**src/rtl/rr_arbiter8.sv**
```systemverilog
// rr_arbiter8: eight-way round-robin arbiter with registered one-hot and index grant.
// A grant is held until its owner drops req; every release is followed by one idle
// cycle before the next grant. Optional forced release after MAX_HOLD cycles is
// compiled in with the RR_ARB_TIMEOUT_EN macro.
module rr_arbiter8 #(
  parameter int unsigned MAX_HOLD = 16
) (
  input  logic       clk,
  input  logic       rst_n,
  input  logic [7:0] req,
  output logic [7:0] gnt,
  output logic [2:0] gnt_id,
  output logic       gnt_valid,
  output logic       timeout
);

  typedef enum logic {StIdle, StBusy} state_e;

  state_e     state_q;
  logic [2:0] ptr_q;

  logic       pick_found;
  logic [2:0] pick_id;
  logic [2:0] search_idx;
  logic       owner_req;
  logic       hold_expired;

  // Reject out-of-range hold limits at elaboration time.
  if (MAX_HOLD < 1 || MAX_HOLD > 255) begin : g_bad_max_hold
    $error("rr_arbiter8: MAX_HOLD must be in 1..255");
  end

  // Search req starting at ptr and wrapping; first hit wins.
  always_comb begin
    pick_found = 1'b0;
    pick_id    = ptr_q;
    search_idx = 3'd0;
    for (int k = 0; k < 8; k++) begin
      search_idx = ptr_q + 3'(k);
      if (!pick_found && req[search_idx]) begin
        pick_found = 1'b1;
        pick_id    = search_idx;
      end
    end
  end

  assign owner_req = req[gnt_id];

`ifdef RR_ARB_TIMEOUT_EN
  logic [7:0] hold_q;

  // Counter reads MAX_HOLD-1 during the last allowed grant cycle.
  assign hold_expired = (hold_q >= 8'(MAX_HOLD - 1));

  // Grant FSM with hold counter and registered timeout pulse.
  always_ff @(posedge clk or negedge rst_n) begin
    if (!rst_n) begin
      state_q   <= StIdle;
      ptr_q     <= 3'd0;
      gnt       <= 8'h00;
      gnt_id    <= 3'd0;
      gnt_valid <= 1'b0;
      timeout   <= 1'b0;
      hold_q    <= 8'd0;
    end else begin
      timeout <= 1'b0;
      unique case (state_q)
        StIdle: begin
          if (pick_found) begin
            gnt_id    <= pick_id;
            gnt       <= 8'h01 << pick_id;
            gnt_valid <= 1'b1;
            hold_q    <= 8'd0;
            state_q   <= StBusy;
          end
        end
        StBusy: begin
          // Normal release wins over timeout on the same edge.
          if (!owner_req || hold_expired) begin
            gnt       <= 8'h00;
            gnt_valid <= 1'b0;
            ptr_q     <= gnt_id + 3'd1;
            state_q   <= StIdle;
            timeout   <= owner_req;
          end else begin
            hold_q <= hold_q + 8'd1;
          end
        end
        default: state_q <= StIdle;
      endcase
    end
  end
`else
  assign hold_expired = 1'b0;
  assign timeout      = 1'b0;

  // Grant FSM: grant from IDLE, hold until the owner drops req.
  always_ff @(posedge clk or negedge rst_n) begin
    if (!rst_n) begin
      state_q   <= StIdle;
      ptr_q     <= 3'd0;
      gnt       <= 8'h00;
      gnt_id    <= 3'd0;
      gnt_valid <= 1'b0;
    end else begin
      unique case (state_q)
        StIdle: begin
          if (pick_found) begin
            gnt_id    <= pick_id;
            gnt       <= 8'h01 << pick_id;
            gnt_valid <= 1'b1;
            state_q   <= StBusy;
          end
        end
        StBusy: begin
          if (!owner_req || hold_expired) begin
            gnt       <= 8'h00;
            gnt_valid <= 1'b0;
            ptr_q     <= gnt_id + 3'd1;
            state_q   <= StIdle;
          end
        end
        default: state_q <= StIdle;
      endcase
    end
  end
`endif

endmodule

```
**config.mk**
```make
export PLATFORM = sky130hd
export DESIGN_NAME = rr_arbiter8
export DESIGN_NICKNAME = d
export VERILOG_FILES = /design/src/rtl/rr_arbiter8.sv
export SDC_FILE = /design/constraint.sdc
export NUM_CORES = 1
export LEC_CHECK = 0
export CORE_AREA = 3 3 59 61
export CTS_CLUSTER_SIZE = 28
export DETAILED_ROUTE_END_ITERATION = 10
export DIE_AREA = 0 0 62 64
export GPL_TIMING_DRIVEN = 0
export PLACE_DENSITY = 0.8
export SYNTH_ARGS = -nofsm -noshare
export SYNTH_HDL_FRONTEND = slang
export SYNTH_SLANG_ARGS = --single-unit
```
**constraint.sdc**
```tcl
create_clock -name clk -period 4.45 [get_ports clk]
set_clock_uncertainty 0.05 [all_clocks]
set_input_delay 0.6675 -clock clk [delete_from_list [all_inputs] [get_ports clk]]
set_output_delay 0.6675 -clock clk [all_outputs]
set_load 0.02 [all_outputs]
```
==> results of run 1 <==
==> worst min-delay path: stages, from the launching register on <==
cell and delay, ps:
dfrtp_1 350, nand2_1 50, o41ai_1 50
==> cell usage after synthesis, drive strengths merged (2+ instances only) <==
| master | number | area share |
|---|---|---|
| nand2 | 23 | 0.053 |
| dfrtp | 16 | 0.25 |
| mux4 | 12 | 0.17 |
| buf | 7 | 0.030 |
| inv | 7 | 0.016 |
| a32o | 5 | 0.034 |
| mux2i | 5 | 0.062 |
| nand3 | 5 | 0.015 |
| nor2 | 5 | 0.012 |
| o21ai | 5 | 0.015 |
| o41ai | 5 | 0.039 |
| xnor2 | 5 | 0.032 |
| a21oi | 4 | 0.012 |
| nor3b | 4 | 0.022 |
| ha | 3 | 0.023 |
| mux2 | 3 | 0.023 |
| nand2b | 3 | 0.012 |
| a221o | 2 | 0.012 |
| a22oi | 2 | 0.012 |
| and2 | 2 | 0.0077 |
| nor2b | 2 | 0.0077 |
| o211ai | 2 | 0.0093 |
| o311a | 2 | 0.012 |
| or2 | 2 | 0.0078 |
| xor2 | 2 | 0.011 |
==> sequential cells by signal, indices dropped and copies added, names as in the netlist <==
signal and flops:
gnt 8, gnt_id 3, gnt_valid 1, ptr_q 3, state_q 1
==> routing by layer <==
metal,share of wire,up-vias
met5,0,-
met4,0.014,0
met3,0.034,8
met2,0.54,26
met1,0.41,704
li1,-,649
==> cells by family after synthesis <==
kind of cell	Yosys count
AND/OR/NAND/NOR	51
AO/OA/AOI/OAI	40
multiplexers	20
flip-flops	16
buffers and inverters	15
XOR/XNOR	7
adder cells (fa/ha/maj)	3
other	1
==> metrics by stage <==
| step | instance area, sq um | util | cells | setup slack (ps) |
|---|---|---|---|---|
| 2_1_floorplan | 1615 | - | 153 | 1179 |
| 3_3_place_gp | 1881 | 0.6211 | 218 | 861.9 |
| 3_5_place_dp | 1881 | 0.6211 | 218 | 743.8 |
| 4_1_cts | 1903 | 0.6285 | 221 | 728.1 |
| 5_1_grt | 1903 | 0.6285 | 221 | 512.3 |
| 6_report | 1903 | 0.6285 | 221 | 730.8 |
==> final cells by class <==
cell class	count	area, sq um
tap	44	55.05
timing repair buffer	21	210.2
sequential	16	400.4
fill	233	1125
multi-input combinational	122	1136
inverter	7	26.28
clock buffer	3	22.52
buffer	8	52.55
==> final timing paths <==
check,to,slack (ps),depth (start not counted),start
hold reg to reg,gnt[4],440,2,gnt[4]
max in group asynchronous,ptr_q[0],3170,1,rst_n
setup / recovery,gnt[5],730,10,ptr_q[1]
min in group asynchronous,gnt[7],740,1,rst_n
hold / removal,gnt[4],440,2,gnt[4]
setup reg to reg,gnt[5],730,10,ptr_q[1]
==> metrics.yaml, run 1 <==
cp_slowest_cell: "mux4_2"
cts.reportedPaths.clkPinSlew_ps: 80
outcome: "finished clean"
cts.sinks: 16
post-route-period-util: 0.8358
yosys_warnings: 0
initial_core_util: 0.5335
ant_nets: 0
area_growth_pct: 17.82
routedWlPerCell_um: 16.71
syn_inst: 153
path_class: "register to register"
mostFrequentLayoutCells: "23 x nand2_1, 21 x clkdlybuf4s50_1, 16 x dfrtp_1"
yosys.area_share.adder: 0.02324
coreArea_sq_um: 3028
dr.pass1.iters: 4
die_y_um: 64
synth_compound_area_frac: 0.2115
grt_pass1_vias: 1385
ys_ff_latch: 16
ys_seq_area_frac: 0.2479
n_antenna_cell: 0
cts_root_buf: "clkbuf_4"
fin_nets: 192
crit_required_ps: 4560
fmax_mhz: 268.9
max_slew_margin: 0.5473
avgSynthCellArea_sq_um: 10.56
cp_slowest_stage_delay_ps: 620
htreeDepth: 1
use_met3: 0.02828
synthArstFlopShare: 1.000
setup_viol: 0
drv_cap: 0
synth-edff-count: 0
grt_busiest_layer: "met2"
holdWs_ps: 439.2
crit_top_cell: "buf_2"
grt_use_met1: 0.2679
hpwl_mm: 3.006
num_rows: 20
antenna_found_initial: 0
syn-num-nets: 166
use_met2: 0.3459
place_congestion: 0.8724
grt_pass1_wl_mm: 6.375
synth_ff_type: "dfrtp_1"
path_delay_family: "multiplexers"
numCtsBuffers: 3
tightest_slew_ps: 677.0
final_common_cell: "nand2_1"
worst-path-max-fanout: 10
synthesis.area_sq_um: 1615
critPathCaptureType: "register"
avgViaCountPerCell: 6.276
grt_setup_unrepaired: "false"
post_cts_buffers: 0
num_vias: 1387
grt_usage: 0.2064
hold_path_class: "register to register"
yosysUniqueCellTypes: 57
fin_setup_tns_ps: 0
io_buffers: 21
die_area_sq_um: 3968
die_w_um: 62
maxSlewViolCount: 0
drc: 0
cp_cell_sequence: "buf_2 > inv_1 > ha_1 > buf_2 > mux4_2 > mux2_4 > or2_1 > a211o_2 > xnor2_2 > o41ai_1"
period_needed_ps: 3719
hold_buffers: 0
grt-ovfl-total: 0
crit_path_start_kind: "register"
pin_count: 23
synthXorXnorAreaFrac: 0.04260
grt_max_degree: 17
cp_data_arrival_time_ps: 3830
synth_top_family_by_area: "multiplexers"
clock_path_buffers: 2
routed_wl_mm: 3.694
synth-simple-area-share: 0.1689
crit_buf_inv: 3
cts_resized: 0
layout-drive-gt1-share: 0.2147
cts_tree: "yes"
clk_latency_ps: 280
synth_mux_area_frac: 0.2548
initialDrtViolationCount: 110
hold_viol: 0
Power of run 1 is not shown: default switching activity piles up to over one toggle a cycle in this logic, so the estimate is an artifact.
==> inputs of run 2 (changes only) <==
==> constraint.sdc (replaced) <==
create_clock -name clk -period 3.9 [get_ports clk]
set_clock_uncertainty 0.05 [all_clocks]
set_input_delay 0.585 -clock clk [delete_from_list [all_inputs] [get_ports clk]]
set_output_delay 0.585 -clock clk [all_outputs]
set_load 0.02 [all_outputs]
==> run 2 against run 1 <==
Net effect: global-route usage stayed put; sequential share of layout area about the same; via count down 0.14%; final cell count did not move; critical path type unchanged.
==> metrics.yaml, run 2 (synthesized netlist as in run 1, its figures left out) <==
drc: 0  # unchanged
dr_wl_met3_um: 126  # unchanged
post-route-period-util: 0.9380  # was 0.8358
grt_max_degree: 17  # unchanged
cp_slowest_cell: "mux4_2"  # unchanged
cts_tree: "yes"  # unchanged
crit_buf_inv: 3  # unchanged
period_needed_ps: 3658  # was 3719 ps
die_area_sq_um: 3968  # unchanged
hold_viol: 0  # unchanged
stdcell_count: 221  # unchanged
tightest_slew_ps: 677.0  # unchanged
antenna_found_initial: 0  # unchanged
stdcell_area_sq_um: 1906  # was 1903 sq um
die_y_um: 64  # unchanged
numCtsBuffers: 3  # unchanged
crit_path_start_kind: "register"  # unchanged
pin_count: 23  # unchanged
mostFrequentLayoutCells: "23 x nand2_1, 21 x clkdlybuf4s50_1, 16 x dfrtp_1"  # unchanged
fmax_mhz: 273.3  # was 268.9 MHz
die_w_um: 62  # unchanged
worst-path-max-fanout: 10  # unchanged
placement.cell_area_sq_um: 1881  # unchanged
crit_required_ps: 4010  # was 4560 ps
holdWs_ps: 439.2  # unchanged
initial_core_util: 0.5335  # unchanged
critPathCaptureType: "register"  # unchanged
largest-register: "gnt"  # unchanged
hold_path_class: "register to register"  # unchanged
routedWlPerCell_um: 16.71  # about the same
seq_area_sq_um: 400.4  # unchanged
ant_nets: 0  # unchanged
clk_latency_ps: 280  # about the same
nFillCells: 233  # unchanged
area_growth_pct: 17.97  # was 17.82%
placed_cells: 218  # unchanged
grt_setup_unrepaired: "false"  # unchanged
cp_data_arrival_time_ps: 3760  # was 3830 ps
max_slew_margin: 0.5473  # unchanged
wl_met2_mm: 2.010  # was 2.008 mm
hpwl_mm: 3.006  # unchanged
cts.sinks: 16  # unchanged
grt-ovfl-total: 0  # unchanged
fin_nets: 192  # unchanged
routed_wl_mm: 3.693  # was 3.694 mm
top_regs: "gnt x8, gnt_id x3, ptr_q x3"  # unchanged
post_cts_buffers: 0  # unchanged
drt-met1-wl_mm: 1.504  # was 1.507 mm
cp_slowest_stage_delay_ps: 620  # about the same
drv_cap: 0  # unchanged
path_delay_family: "multiplexers"  # unchanged
place_congestion: 0.8724  # unchanged
initialDrtViolationCount: 110  # unchanged
cts_root_buf: "clkbuf_4"  # unchanged
outcome: "finished clean"  # unchanged
io_buffers: 21  # unchanged
hold_buffers: 0  # unchanged
cts.reportedPaths.clkPinSlew_ps: 80  # about the same
path_class: "register to register"  # unchanged
routed.top_layer: "met4"  # unchanged
grt_pass1_vias: 1385  # unchanged
htreeDepth: 1  # unchanged
grt_pass1_wl_mm: 6.375  # unchanged
coreArea_sq_um: 3028  # unchanged
cp_cell_sequence: "clkbuf_4 > inv_1 > ha_1 > buf_2 > mux4_2 > mux2_4 > or2_1 > a211o_2 > xnor2_2 > o41ai_1"  # was buf_2 > inv_1 > ha_1 > buf_2 > mux4_2 > mux2_4 > or2_1 > a211o_2 > xnor2_2 > o41ai_1
grt_usage: 0.2064  # unchanged
r2r_slack_ps: 240  # was 730 ps
final_common_cell: "nand2_1"  # unchanged
cts_resized: 0  # unchanged
num_rows: 20  # unchanged
setup_viol: 0  # unchanged
clock_path_buffers: 2  # unchanged
layout-drive-gt1-share: 0.2147  # unchanged
fin_setup_tns_ps: 0  # unchanged
num_vias: 1385  # was 1387
dr.pass1.iters: 4  # unchanged
largest_reg_flops: 8  # unchanged
multi_input_area_sq_um: 1136  # unchanged
avgViaCountPerCell: 6.267  # was 6.276
n_antenna_cell: 0  # unchanged
maxSlewViolCount: 0  # unchanged
-- run 2: worst paths after layout --
kind	start	to	cells past startpoint
setup / recovery	ptr_q[1]	gnt[5]	10
hold / removal	gnt[4]	gnt[4]	2
setup reg to reg	ptr_q[1]	gnt[5]	10
hold reg to reg	gnt[4]	gnt[4]	2
max in group asynchronous	rst_n	ptr_q[0]	1
min in group asynchronous	rst_n	gnt[7]	1
-- run 2: area by class of cell --
cell class,instances,share of cell area
multi-input cells,122,0.5962
flip-flops and latches,16,0.2101
repair buffers,21,0.1103
plain buffers,8,0.02889
well taps,44,0.02889
inverters,7,0.01379
clock buffers,3,0.01182
-- run 2: stage by stage --
stage | setup slack (ps) | utilization
floorplan | 628.9 | -
global placement | 311.9 | 0.6211
detailed placement | 193.8 | 0.6211
CTS | 178.1 | 0.6285
global route | 36.41 | 0.6293
finish | 241.7 | 0.6293
-- run 2: routing by layer --
layer  vias up  global-route usage
met5         -                   0
met1       703              0.2679
li1        648                   -
met3         8             0.02828
met4         0             0.06366
met2        26              0.3459
-- run 2: worst register-to-register path: stages, from the launching register on --
cell      delay (ps)
dfrtp_1          440
clkbuf_4         270
inv_1            130
ha_1             280
buf_2            200
mux4_2           620
mux2_4           340
or2_1            240
a211o_2          380
xnor2_2          190
o41ai_1          400
Power of run 2 is left out for the same reason.
==> inputs of run 3 (changes only) <==
--- a/config.mk
+++ b/config.mk
@@ -5,6 +5,7 @@
 export SDC_FILE = /design/constraint.sdc
 export NUM_CORES = 1
 export LEC_CHECK = 0
+export CAP_MARGIN = 30
 export CORE_AREA = 3 3 59 61
 export CTS_CLUSTER_SIZE = 28
 export DETAILED_ROUTE_END_ITERATION = 10
==> results of run 3 <==
Same layout as run 2: the final DEF is identical, and so are final timing and power.
Power of run 3 is left out for the same reason.
